## src/rtl/seg7_pkg.sv

```systemverilog
// Shared 7-segment definitions: segment vector type, special glyphs and the hex font.
// Bit order is {g,f,e,d,c,b,a}, active-high (1 = segment lit).
package seg7_pkg;

  typedef logic [6:0] seg_t;

  localparam seg_t SEG_DASH  = 7'b1000000;
  localparam seg_t SEG_BLANK = 7'b0000000;

  localparam seg_t HEX_GLYPH [16] = '{
    7'b0111111, 7'b0000110, 7'b1011011, 7'b1001111,
    7'b1100110, 7'b1101101, 7'b1111101, 7'b0000111,
    7'b1111111, 7'b1100111, 7'b1110111, 7'b1111100,
    7'b0111001, 7'b1011110, 7'b1111001, 7'b1110001
  };

endpackage

```

## src/rtl/seg7_glyph.sv

```systemverilog
// Combinational single-digit decoder: hex nibble plus invalid/blank qualifiers to
// an active-high segment vector. Invalid wins over blank, blank wins over the glyph.
module seg7_glyph
  import seg7_pkg::*;
(
  input  logic [3:0] hex,
  input  logic       n_valid,
  input  logic       blank,
  output seg_t       seg
);

  // priority decode of one digit
  always_comb begin
    seg = SEG_BLANK;
    if (n_valid) begin
      seg = SEG_DASH;
    end else if (blank) begin
      seg = SEG_BLANK;
    end else begin
      seg = HEX_GLYPH[hex];
    end
  end

endmodule

```

## src/rtl/seven_seg_scanner.sv

```systemverilog
// Time-multiplexed DIGITS-wide 7-segment driver with load-captured shadow data,
// leading-zero blanking, pin polarity control and a frame-wrap tick.
module seven_seg_scanner
  import seg7_pkg::*;
#(
  parameter int DIGITS         = 4,
  parameter int REFRESH_DIV    = 50000,
  parameter int BLANK_LZ       = 1,
  parameter int SEG_ACTIVE_LOW = 0,
  parameter int AN_ACTIVE_LOW  = 1
) (
  input  logic                  clk,
  input  logic                  rst,
  input  logic [4*DIGITS-1:0]   value,
  input  logic [DIGITS-1:0]     n_valid,
  input  logic                  load,
  output logic [6:0]            sseg,
  output logic [DIGITS-1:0]     an,
  output logic                  frame_tick
);

  localparam int PW = $clog2(REFRESH_DIV);
  localparam int IW = (DIGITS > 1) ? $clog2(DIGITS) : 1;

  localparam logic [PW-1:0]     PRE_LAST = PW'(REFRESH_DIV - 1);
  localparam logic [IW-1:0]     IDX_LAST = IW'(DIGITS - 1);
  // XOR masks that also serve as the physical "off" levels
  localparam seg_t              SEG_MASK = (SEG_ACTIVE_LOW != 0) ? 7'h7F : 7'h00;
  localparam logic [DIGITS-1:0] AN_MASK  = (AN_ACTIVE_LOW != 0) ? {DIGITS{1'b1}} : {DIGITS{1'b0}};

  logic [PW-1:0]         prescale;
  logic [IW-1:0]         index;
  logic [4*DIGITS-1:0]   shadow_value;
  logic [DIGITS-1:0]     shadow_nv;
  logic                  loaded;
  logic                  tick;

  logic [3:0]            sel_hex;
  logic                  sel_nv;
  logic                  sel_blank;
  logic [DIGITS-1:0]     blank_vec;
  logic [DIGITS-1:0]     an_onehot;
  seg_t                  glyph;
  seg_t                  seg_next;
  logic [DIGITS-1:0]     an_next;

  assign tick = (prescale == PRE_LAST);

  // prescaler, scan index and frame-wrap pulse
  always_ff @(posedge clk or posedge rst) begin
    if (rst) begin
      prescale   <= '0;
      index      <= '0;
      frame_tick <= 1'b0;
    end else begin
      frame_tick <= 1'b0;
      if (tick) begin
        prescale <= '0;
        if (index == IDX_LAST) begin
          index      <= '0;
          frame_tick <= 1'b1;
        end else begin
          index <= index + IW'(1);
        end
      end else begin
        prescale <= prescale + PW'(1);
      end
    end
  end

  // shadow capture; independent of the scan so a load never disturbs timing
  always_ff @(posedge clk or posedge rst) begin
    if (rst) begin
      shadow_value <= '0;
      shadow_nv    <= '0;
      loaded       <= 1'b0;
    end else if (load) begin
      shadow_value <= value;
      shadow_nv    <= n_valid;
      loaded       <= 1'b1;
    end else begin
      shadow_value <= shadow_value;
      shadow_nv    <= shadow_nv;
      loaded       <= loaded;
    end
  end

  // leading-zero chain: a digit blanks only if it and everything above it is a valid zero
  always_comb begin
    logic zero_run;
    zero_run  = 1'b1;
    blank_vec = '0;
    for (int i = DIGITS - 1; i >= 1; i--) begin
      zero_run     = zero_run & (shadow_value[4*i +: 4] == 4'h0) & ~shadow_nv[i];
      blank_vec[i] = (BLANK_LZ != 0) & zero_run;
    end
  end

  // select the active digit's data and build the one-hot anode vector
  always_comb begin
    sel_hex   = 4'h0;
    sel_nv    = 1'b0;
    sel_blank = 1'b0;
    an_onehot = '0;
    for (int i = 0; i < DIGITS; i++) begin
      an_onehot[i] = (index == IW'(i));
      sel_hex      = (index == IW'(i)) ? shadow_value[4*i +: 4] : sel_hex;
      sel_nv       = (index == IW'(i)) ? shadow_nv[i]           : sel_nv;
      sel_blank    = (index == IW'(i)) ? blank_vec[i]           : sel_blank;
    end
  end

  seg7_glyph u_glyph (
    .hex     (sel_hex),
    .n_valid (sel_nv),
    .blank   (sel_blank),
    .seg     (glyph)
  );

  // polarity applied before the register so reset already drives the off level
  always_comb begin
    seg_next = SEG_MASK;
    if (loaded) begin
      seg_next = glyph ^ SEG_MASK;
    end else begin
      seg_next = SEG_BLANK ^ SEG_MASK;
    end
    an_next = an_onehot ^ AN_MASK;
  end

  // output register: anode and segments move together on the same edge
  always_ff @(posedge clk or posedge rst) begin
    if (rst) begin
      sseg <= SEG_MASK;
      an   <= AN_MASK;
    end else begin
      sseg <= seg_next;
      an   <= an_next;
    end
  end

endmodule
```

## config.mk

```make
export PLATFORM = sky130hd
export DESIGN_NAME = seven_seg_scanner
export DESIGN_NICKNAME = d
export VERILOG_FILES = /design/src/rtl/seg7_pkg.sv /design/src/rtl/seg7_glyph.sv /design/src/rtl/seven_seg_scanner.sv
export SDC_FILE = /design/constraint.sdc
export NUM_CORES = 1
export LEC_CHECK = 0
export ABC_AREA = 1
export BUFFER_PORTS_ARGS = -buffer_cell sky130_fd_sc_hd__buf_2
export CAP_MARGIN = 10
export CORE_UTILIZATION = 35
export DETAILED_ROUTE_END_ITERATION = 6
export PLACE_DENSITY = 0.54
export SLEW_MARGIN = 25
export SYNTH_ARGS = -nofsm -noshare
export SYNTH_HDL_FRONTEND = slang
export SYNTH_SLANG_ARGS = --single-unit
export TNS_END_PERCENT = 100
```

## constraint.sdc

```tcl
create_clock -name clk -period 2.4 [get_ports clk]
set_clock_uncertainty 0.2 [all_clocks]
set_input_delay 0.48 -clock clk [delete_from_list [all_inputs] [get_ports clk]]
set_output_delay 0.48 -clock clk [all_outputs]
set_load 0.02 [all_outputs]
```

# Word-level counts from Yosys, hierarchy flattened
# Memories as Yosys holds them, arrays and structs flattened.
# Cells that the tools add are included.
[op_classes]
addsub = 2
n_mul = 0
div = 0
magnitude_cmp = 1
n_eq_ne = 4
n_shift = 0
muxes = 20
n_bitwise = 10
n_reduce_logical = 4
[ops]
columns = ["cell", "count"]
rows = [
  ["7-bit two-way mux", 5],
  ["16-bit by 1-bit adder with 16-bit output (second input constant)", 1],
  ["16-bit == test (second input constant)", 1],
  ["16-bit two-way mux", 1],
  ["4-bit two-way mux", 4],
  ["4-bit zero test", 3],
  ["1-bit two-way mux", 9],
  ["1-bit AND", 5],
  ["5-bit greater-or-equal comparator (second input constant)", 1],
  ["4-bit NOT with 5-bit output", 1],
  ["2-bit == test (second input constant)", 2],
  ["4-bit NOT", 1],
  ["1-bit NOT", 3],
  ["2-bit by 1-bit adder with 2-bit output (second input constant)", 1],
  ["2-bit by 1-bit == test with 1-bit output (second input constant)", 1],
  ["2-bit zero test", 1],
  ["2-bit two-way mux", 1],
]
[totals]
regBits = 51
latchBits = 0
ramBits = 0
romBits = 112
inputBits = 23
mem_count = 1
[memory_table]
columns = ["name", "words", "width", "read_ports", "rd_ports_with_merged_regs", "write_ports", "line_no", "rtl"]
rows = [
  ["(no name shown)", 16, 7, 1, 0, 0, "seg7_glyph.sv:20", "seg = HEX_GLYPH[hex];"],
]

# Depth between registers and ports, before layout
# Gate-level depths: netlist of the first run.
[depth]
ltp_word = 12
ltp_mapped = 15

# Hierarchy
# From an unflattened synthesis of the first run, not the netlist that was laid out.
[unflattened]
cells_unflattened = 355
hier_area_um2 = 2727.6
[modules_own_cells]
columns = ["mod", "n_inst", "cells_each", "area_each_um2", "seq_area_each_um2"]
rows = [
  ["seven_seg_scanner", 1, 297, 2407.3, 1281.2],
  ["seg7_glyph", 1, 58, 320.3, 0.0],
]

# Least setup slack after synthesis of the first run
# OpenSTA, ideal clock, no wires.
[synth_path]
path_type = "reg2reg"
start = "register index[0]"
end = "register sseg[3]"
arrival_time_ns = 1.884
setup_slack_ns = 0.197
stages_incl_launch_ff = 13
synth_period_minus_slack_ns = 2.203
path_cell_list = "dfrtp_1 inv_1 ha_1 buf_6 a21oi_1 nand2_1 a21boi_2 inv_1 ha_1 inv_1 nand2_1 a21oi_1 nor2_1"
[synth_via]
elab_chain_len = 12
word_cells_on_any_way = 22
classes_between = "3 x eq/ne; 16 x mux; 1 x bitwise; 1 x reduce/logical; 1 x memory"
[synth_rtl]
columns = ["item", "line_no", "rtl"]
rows = [
  ["start, declared", "seven_seg_scanner.sv:32", "logic [IW-1:0] index;"],
  ["start signal, assigned", "seven_seg_scanner.sv:63", "index <= index + IW'(1);"],
  ["2-bit zero test", "--", ""],
  ["4-bit two-way mux (4 in series)", "seven_seg_scanner.sv:107", "sel_hex = (index == IW'(i)) ? shadow_value[4*i +: 4] : sel_hex;"],
  ["4-bit NOT with 5-bit output (not written as such)", "seg7_glyph.sv:20", ""],
  ["memory read 16 x 7 bit", "--", ""],
  ["7-bit two-way mux (not written as such) (2 in series)", "seg7_glyph.sv:20", ""],
  ["7-bit two-way mux", "seg7_glyph.sv:17", "end else if (blank) begin"],
  ["7-bit two-way mux (*)", "seg7_glyph.sv:15", "if (n_valid) begin"],
  ["7-bit two-way mux (*)", "seven_seg_scanner.sv:123", "if (loaded) begin"],
  ["named net seg_next[3]", "seven_seg_scanner.sv:44", "seg_t seg_next;"],
  ["end signal, assigned", "seven_seg_scanner.sv:137", "sseg <= seg_next;"],
  ["end, declared", "seven_seg_scanner.sv:17", "output logic [6:0] sseg,"],
]
# Mark *: on every way through the listed nets, which the timed path passes. The rest lies on a longest branch. The select of a mux whose other input is x is not followed.
# A chain may end at the register's enable or synchronous reset.

# Worst setup path in the final report of the first run
# Same ends and word-level chain as after synthesis.

==> results of run 1 <==
power by group:
group / total (mW) / internal (mW) / switching (mW)
clock: 0.706 / 0.416 / 0.290
combinational: 0.245 / 0.0877 / 0.158
sequential: 0.931 / 0.906 / 0.0258
total: 1.88 / 1.41 / 0.474
flip-flops by register name, summed over array words and instances (netlist names):
| name | cells |
|---|---|
| prescale | 16 |
| shadow_value | 16 |
| sseg | 7 |
| an | 4 |
| shadow_nv | 4 |
| index | 2 |
| frame_tick | 1 |
| loaded | 1 |
tightest hold or removal path, stage by stage:
cell	delay [ps]
buf_2	70
nand2_1	40
nand2_1	60
cell type report:
cell class,count,area (um^2),share of cell area [%]
clock buffers,5,68.8,2.12
clock inverters,3,67.6,2.08
inverters,44,170,5.23
multi-input cells,236,1300,39.9
flip-flops and latches,51,1280,39.4
well taps,102,128,3.93
repair buffers,41,238,7.31
cell usage after synthesis:
cell type  instances
nor4_1             4
nand2_4            1
nand2_2            8
nand3_1           20
dfstp_2            4
nor2_1            23
nor3_1             7
o21ai_2            1
inv_6              1
nand4_1            6
buf_6              3
nor4_2             2
o211ai_2           1
nand2_1           98
nand3_2            3
inv_1             40
a21oi_1           16
nor3_4             1
a21oi_2            6
ha_1              10
a21oi_4            1
and2_1             1
o21ai_1            1
clkbuf_1           3
a21boi_2           1
xor2_1             8
buf_2              1
nor2_2             2
inv_2              2
buf_4              1
clkinv_1           1
o21ai_0           15
dfrtp_1           47
cells in the final DEF, fill, tap and decap left out, drive strengths merged, types with 2 or more instances in the layout:
cell	synthesis	final
nor3	8	8
nand2	107	107
inv	43	43
buf	5	40
bufinv	0	2
xor2	8	8
o21ai	17	17
clkbuf	3	5
a21oi	23	23
nor4	6	6
nand4	6	6
ha	10	10
dfrtp	47	47
nand3	23	23
dfstp	4	4
nor2	25	25
logic make-up after synthesis:
kind of cell    after synthesis  share of synthesized area, %
simple gates                176                          29.0
buf+inv                      52                          8.22
flops                        51                          46.3
compound gates               42                          9.44
fa+ha+maj                    10                          4.52
xor+xnor                      8                          2.53
metrics by stage:
step	TNS, ps	std cells	hold slack (ps)	util [%]	power, mW
after floorplan	0	339	231	-	1.11
after global placement	0	472	251	39.8	1.20
after detailed placement	0	472	254	39.8	1.20
after CTS	0	481	176	41.7	1.92
after global routing	-2.06	482	183	42.3	1.97
final	0	482	179	42.3	1.88
layer usage:
layer	wire (um)	GRT usage, %
met2	2740	26.3
met5	0	0
met4	19	3.17
met1	2780	19.9
met3	200	2.68
worst max-delay path by stage:
stage	startpoint	endpoint	slack (ps)	depth (start not counted)
after floorplan	index[0]$_DFFE_PP0N_	sseg[3]$_DFF_PP0_	200	12
after global placement	index[1]$_DFFE_PP0N_	sseg[3]$_DFF_PP0_	100	12
after detailed placement	index[1]$_DFFE_PP0N_	sseg[3]$_DFF_PP0_	60	12
after CTS	index[1]$_DFFE_PP0N_	sseg[3]$_DFF_PP0_	20	12
after global routing	index[0]$_DFFE_PP0N_	sseg[3]$_DFF_PP0_	-2	14
final	index[0]$_DFFE_PP0N_	sseg[3]$_DFF_PP0_	120	9
what timing repair did:
item / 4_1_cts / 5_1_grt
setup buffers: 0 / 1
hold buffers: 1 / 0
endpoints found under the hold margin: 15 / 0
endpoints found under the setup margin: 0 / 5
resized for setup: 0 / 8
==> results.ini, run 1 <==
[synth]
netlist_top_cells_area=dfrtp_1 (42%), nand2_1 (13%), inv_1 (5.4%)
syn_area_um2=2770
synth_top_area_share_pct=42.5
yosysWarnings=0
syn_nets=372
synth_cell_types=33
synth-seq-cells=51
syn_avg_cell_area_um2=8.17
synthCells=339
yosys.area.top_type=dfrtp_1
synth_seq_area_share_pct=46.3

[power_and_ir_drop]
ir_drop_mv=0.225
leakage_nw=1.64
power_density_nw_per_um2=579

[placed_design]
port_buffers=34
place_ws_ps=59.0
place_congestion=0.826
dp_hpwl_um=4320
dpl_cell_area_um2=3060

[grt]
grt_pass1_vias=2218
antenna_found_initial=0
overflow=0
grtUsageTotal_pct=15.2
grt_pass1_wl_um=10200
grt_max_degree=35

[hold_path]
hold_depth=3
hold_end=shadow_value[5]$_DFFE_PP0P_
min_from=value[5]
hp-class=in2reg

[route]
via_per_inst=4.59
drtAntennaViolNets=0
wire_per_inst_um=11.9
drc=0
wl_um=5740
drt-pass1-iter-count=4
drt_iter0_markers=77
vias=2211

[job]
drv_cap=0

[die]
core_area_um2=7690
fp-row-count=32
io_pins=35
die-area_um2=8270
start_util_pct=36.0
die_w_um=90.9
die_h_um=90.9

[timing]
setup_viol=0
setup_slack_ps=122
worst_slew_pin_slew_ps=438
post-route-min-period_ps=2280
fin_crit_sh_pct=94.9
slew_headroom_pct=70.8
fmax_mhz=439
maxSlewViolCount=0
hold_viol=0

[cells_and_area]
layout-area-overhead-vs-synth_pct=17.4
nFillCells=799
fin_area_um2=3250
nets=412
drive_above_1_share_pct=23.2
diodes=0

[critical_path]
cp-end-kind=flip-flop
timing.rr.end=sseg[3]$_DFF_PP0_
crit_fanout=12
critPathTopFamily=adder cells
slowest_stage=ha_1
r2r_start=index[0]$_DFFE_PP0N_
crit_path_start_kind=flip-flop
crit_type=reg2reg
required_ps=2400
cp.arrival_ps=2270
ff2ff_path_depth=9
path_cells=ha_1 -> a21oi_1 -> a21boi_2 -> inv_1 -> ha_1 -> inv_1 -> nand2_1 -> a21oi_1 -> nor2_1
timing.critical_path.buf_inv=2
ff2ff_setup_slack_ps=120
critPathMaxStageDelay_ps=460

[clock_tree]
insertion_delay_ps=300
numCtsBuffers=5
clockBufferDepth=2
cts_max_level=2
tritoncts=done
clk_pin_slew_ps=100
cts.sinks=51
root_buffer=clkbuf_8

[outcome]
outcome=complete, no violations

No activity file was read; power rests on OpenSTA's default activity.
==> inputs of run 2 (changes only) <==
Settings changed: ABC_AREA 1 to default.
==> results.ini, run 2 <==
[hold_path]
hp-class=in2async

[clock_tree]
root_buffer=clkbuf_8
tritoncts=done
insertion_delay_ps=300
numCtsBuffers=5
clk_pin_slew_ps=90
clockBufferDepth=2
cts_max_level=2
cts.sinks=51

[synth]
synth_edf_count=0
synth_seq_area_share_pct=50.5
yosys-top-cells-count=dfrtp_1 (47), mux2_2 (19), nor2_1 (18)
synth_top_flop_cell=dfrtp_1
syn_nets=250
yosys.area.top_type=dfrtp_1
netlist_top_cells_area=dfrtp_1 (46%), mux2_2 (8.4%), ha_1 (4.9%)
synth_cell_types=48
yosysWarnings=0
synthCells=217
yosysMostFrequentCell=dfrtp_1
synth_top_area_share_pct=46.4
syn_area_um2=2530
synth-seq-cells=51
syn_avg_cell_area_um2=11.7
async_flop_share_pct=100

[die]
die-area_um2=7590
io_pins=35
die_w_um=87.1
fp-row-count=30
die_h_um=87.1
start_util_pct=36.7
core_area_um2=6910

[placed_design]
place_inst=360
place_congestion=0.813
dpl_cell_area_um2=2940
dp_hpwl_um=3550
port_buffers=34
place_ws_ps=-67.2

[timing]
worst_slew_pin_slew_ps=477
fmax_mhz=424
setup_viol=0
setup_slack_ps=43.9
tns_ps=0
post-route-min-period_ps=2360
rsz0062_at_grt=true
slew_headroom_pct=68.2
fin_crit_sh_pct=98.2
hold_ws_ps=5.87
maxSlewViolCount=0
hold_viol=0

[critical_path]
critPathTopFamily=compound AO/OA/AOI/OAI gates
path_common_cell=ha_4
slowest_stage=dfrtp_1
cp-end-kind=flip-flop
crit_path_start_kind=flip-flop
required_ps=2390
ff2ff_setup_slack_ps=40
crit_fanout=7
crit_type=reg2reg
path_cells=inv_2 -> ha_4 -> buf_6 -> nand3b_1 -> a211o_1 -> ha_4 -> mux2i_1 -> a221oi_1 -> nor2_1
timing.critical_path.buf_inv=2
cp.arrival_ps=2350
critPathMaxStageDelay_ps=400

[route]
drt_iter0_markers=64
drc=0
via_per_inst=4.71
drtAntennaViolNets=0
wl_um=5040
drt-pass1-iter-count=4
vias=1763
wire_per_inst_um=13.5

[grt]
grt_pass1_wl_um=8450
grt_max_degree=52
overflow=0
grt_pass1_vias=1709
antenna_found_initial=0
grtUsageTotal_pct=14.6

[cells_and_area]
diodes=0
drive_above_1_share_pct=43.9
fin_util_pct=46.6
nFillCells=670
final_cell_mix=dfrtp_1 (46), buf_2 (34), buf_4 (22)
nets=310
layout-area-overhead-vs-synth_pct=27.1
instances_no_fill=374
largest_registers=prescale (16), shadow_value (16), sseg (7)
final_common_cell=dfrtp_1
fin_area_um2=3220

[power_and_ir_drop]
power_mw=1.75
ir_drop_mv=0.192
leakage_nw=1.45
power_density_nw_per_um2=542

[job]
drv_cap=0

[outcome]
outcome=complete, no violations

[run 2: cell count changes after synthesis, sizes merged, moves of 13 or more]
cell,before,now
nand3,23,8
a21oi,23,5
mux2,0,21
inv,43,13
nand2,107,11
o21ai,17,4
[run 2: repair_timing]
item | in CTS | in global routing
hold buffers | 0 | 0
pin swaps | 1 | 17
resized for setup | 5 | 27
gates cloned | 0 | 0
endpoints found under the setup margin | 6 | 7
buffers inserted | 0 | 6
[run 2: cell type report]
cell class	count	area (um^2)	area share, %
clock inverters	1	5.00	0.155
clock buffers	7	86.3	2.68
well taps	96	120	3.73
inverters	13	48.8	1.51
multi-input cells	145	1280	39.7
flip-flops and latches	51	1280	39.8
repair buffers	61	400	12.4
[run 2: worst register-to-register path: cells and delay by family, from the launching register on]
kind	cells	cell delay, ps
AOI/OAI and AO/OA	2	660
adders and majority gates	2	450
muxes	1	110
buffers and inverters	2	200
and+or+nand+nor	2	240
DFF	1	400
[run 2: report_power, final]
part | internal [mW] | switching, mW | leakage, nW | total, mW
Combinational | 0.141 | 0.148 | 0.782 | 0.289
Sequential | 0.910 | 0.0362 | 0.619 | 0.946
Clock | 0.233 | 0.277 | 0.0482 | 0.510
[run 2: worst paths after layout]
kind                                       startpoint                           end  cells past startpoint
worst max-delay path             index[1]$_DFFE_PP0N_             sseg[3]$_DFF_PP0_                      9
worst min register to register  prescale[7]$_DFF_PP0_         prescale[7]$_DFF_PP0_                      1
max in group asynchronous                         rst               an[1]$_DFF_PP1_                      3
min in group clk                            value[15]  shadow_value[15]$_DFFE_PP0P_                      3
worst min-delay path                              rst             sseg[6]$_DFF_PP0_                      3
worst max register to register   index[1]$_DFFE_PP0N_             sseg[3]$_DFF_PP0_                      9
[run 2: cells by family (layout without fill, tap and decap cells)]
group	after synthesis	after routing	synth area share, %
flops	51	51	50.5
mux	25	25	10.9
xor+xnor	15	15	5.18
fa+ha+maj	10	10	4.94
simple gates	64	64	13.7
buf+inv	21	82	4.29
compound gates	31	31	10.5
[run 2: per-layer routing]
layer | GRT usage, % | up-vias | routed length (um)
li1 | - | 880 | -
met1 | 21.6 | 848 | 2620
met2 | 21.1 | 29 | 2200
met3 | 2.94 | 6 | 142
met4 | 5.37 | 0 | 81
met5 | 0 | - | 0
==> inputs of run 3 (changes only) <==
Settings changed: PLACE_DENSITY 0.54 to 0.57.
==> results.ini, run 3 (same netlist as run 2, synthesis figures left out) <==
[die]
io_pins=35
fp-row-count=30
die_w_um=87.1
die-area_um2=7590
core_area_um2=6910
die_h_um=87.1
start_util_pct=36.7

[timing]
fmax_mhz=423
fin_crit_sh_pct=98.5
hold_ws_ps=1.44
rsz0062_at_grt=true
worst_slew_pin_slew_ps=527
maxSlewViolCount=0
setup_viol=0
slew_headroom_pct=64.9
hold_viol=0
post-route-min-period_ps=2360
tns_ps=0

[cells_and_area]
drive_above_1_share_pct=43.7
nets=311
fin_area_um2=3200
final_common_cell=dfrtp_1
multi_input_area_um2=1260
final_cell_mix=dfrtp_1 (46), buf_2 (34), buf_4 (26)
nFillCells=679
largest_registers=prescale (16), shadow_value (16), sseg (7)
layout-area-overhead-vs-synth_pct=26.2
instances_no_fill=375
diodes=0
seq_area_um2=1280

[placed_design]
dpl_cell_area_um2=2920
port_buffers=34
dp_hpwl_um=3550
place_congestion=0.821
place_inst=358

[clock_tree]
clockBufferDepth=2
insertion_delay_ps=310
cts.sinks=51
numCtsBuffers=5
root_buffer=clkbuf_8
clk_pin_slew_ps=100
tritoncts=done
cts-hold-fix-buffers=0
cts_max_level=2

[critical_path]
crit_type=reg2reg
ff2ff_setup_slack_ps=40
ff2ff_path_depth=7
cp.arrival_ps=2350
required_ps=2380
cp-end-kind=flip-flop
crit_fanout=7
crit_path_start_kind=flip-flop
timing.rr.end=sseg[1]$_DFF_PP0_
r2r_start=index[1]$_DFFE_PP0N_

[job]
drv_cap=0

[route]
wl_um=5010
drt-pass1-iter-count=4
via_per_inst=4.72
drtAntennaViolNets=0
wire_per_inst_um=13.3
drt_iter0_markers=77
vias=1771
drc=0

[power_and_ir_drop]
power.internal_mw=1.25
p_sw_share_pct=27.1
p_clk_share_pct=28.5
power.switching_mw=0.467
power_frac_seq_pct=55.0
power_frac_comb_pct=16.5
leakage_nw=1.44
ir_drop_mv=0.226
power_density_nw_per_um2=538

[grt]
grt_pass1_wl_um=8160
antenna_found_initial=0
grtUsageTotal_pct=14.0
grt_pass1_vias=1724
overflow=0
grt_max_degree=52

[hold_path]
hp-class=in2async

[outcome]
outcome=complete, no violations

==> run 3: final cells by class <==
cell class | count | share of cell area [%]
repair buffers | 62 | 12.4
clock buffers | 5 | 2.15
flip-flops and latches | 51 | 40.1
multi-input cells | 145 | 39.4
inverters | 13 | 1.53
well taps | 96 | 3.76
clock inverters | 3 | 0.626
==> run 3: what timing repair did <==
action	CTS	global route
hold endpoints to repair	0	0
resized for setup	7	22
endpoints found under the setup margin	7	7
pin swaps	2	7
setup buffers	3	6
==> run 3: worst max-delay path: stages, from the launching register on <==
cell      delay, ps
dfrtp_1         430
inv_2           100
ha_4            180
or4b_4          480
o31ai_4         240
a31oi_4         120
o311ai_4        410
nor2_1           90
==> run 3: worst max path at each step <==
stage                     cells after the start  slack (ps)            startpoint           endpoint
after detailed placement                      9         -90  index[0]$_DFFE_PP0N_  sseg[3]$_DFF_PP0_
final                                         7          40  index[1]$_DFFE_PP0N_  sseg[1]$_DFF_PP0_
after floorplan                               8          40  index[0]$_DFFE_PP0N_  sseg[3]$_DFF_PP0_
after global routing                          7         -40  index[1]$_DFFE_PP0N_  sseg[5]$_DFF_PP0_
after CTS                                     9         -20  index[0]$_DFFE_PP0N_  sseg[0]$_DFF_PP0_
after global placement                        9         -40  index[0]$_DFFE_PP0N_  sseg[3]$_DFF_PP0_
==> run 3: metal layers <==
layer	vias up	GRT usage (%)	wire length, um
li1	881	-	-
met1	854	19.5	2500
met2	31	22.0	2290
met3	5	2.65	148
met4	0	4.92	69
met5	-	0	0
==> run 3: stage by stage <==
step | setup slack, ps | power, mW | util [%]
2_1_floorplan | 40.9 | 1.13 | -
3_3_place_gp | -38.7 | 1.22 | 42.3
3_5_place_dp | -85.9 | 1.22 | 42.3
4_1_cts | -18.8 | 1.73 | 44.3
5_1_grt | -41.4 | 1.80 | 46.3
6_report | 35.1 | 1.72 | 46.3
==> run 3: power by group through the flow <==
stage,clock network (mW),logic (mW),registers [mW]
global placement,0,0.257,0.961
floorplan,0,0.159,0.974
CTS,0.509,0.273,0.943
finish,0.491,0.284,0.945
global route,0.540,0.312,0.953
detailed placement,0,0.261,0.960
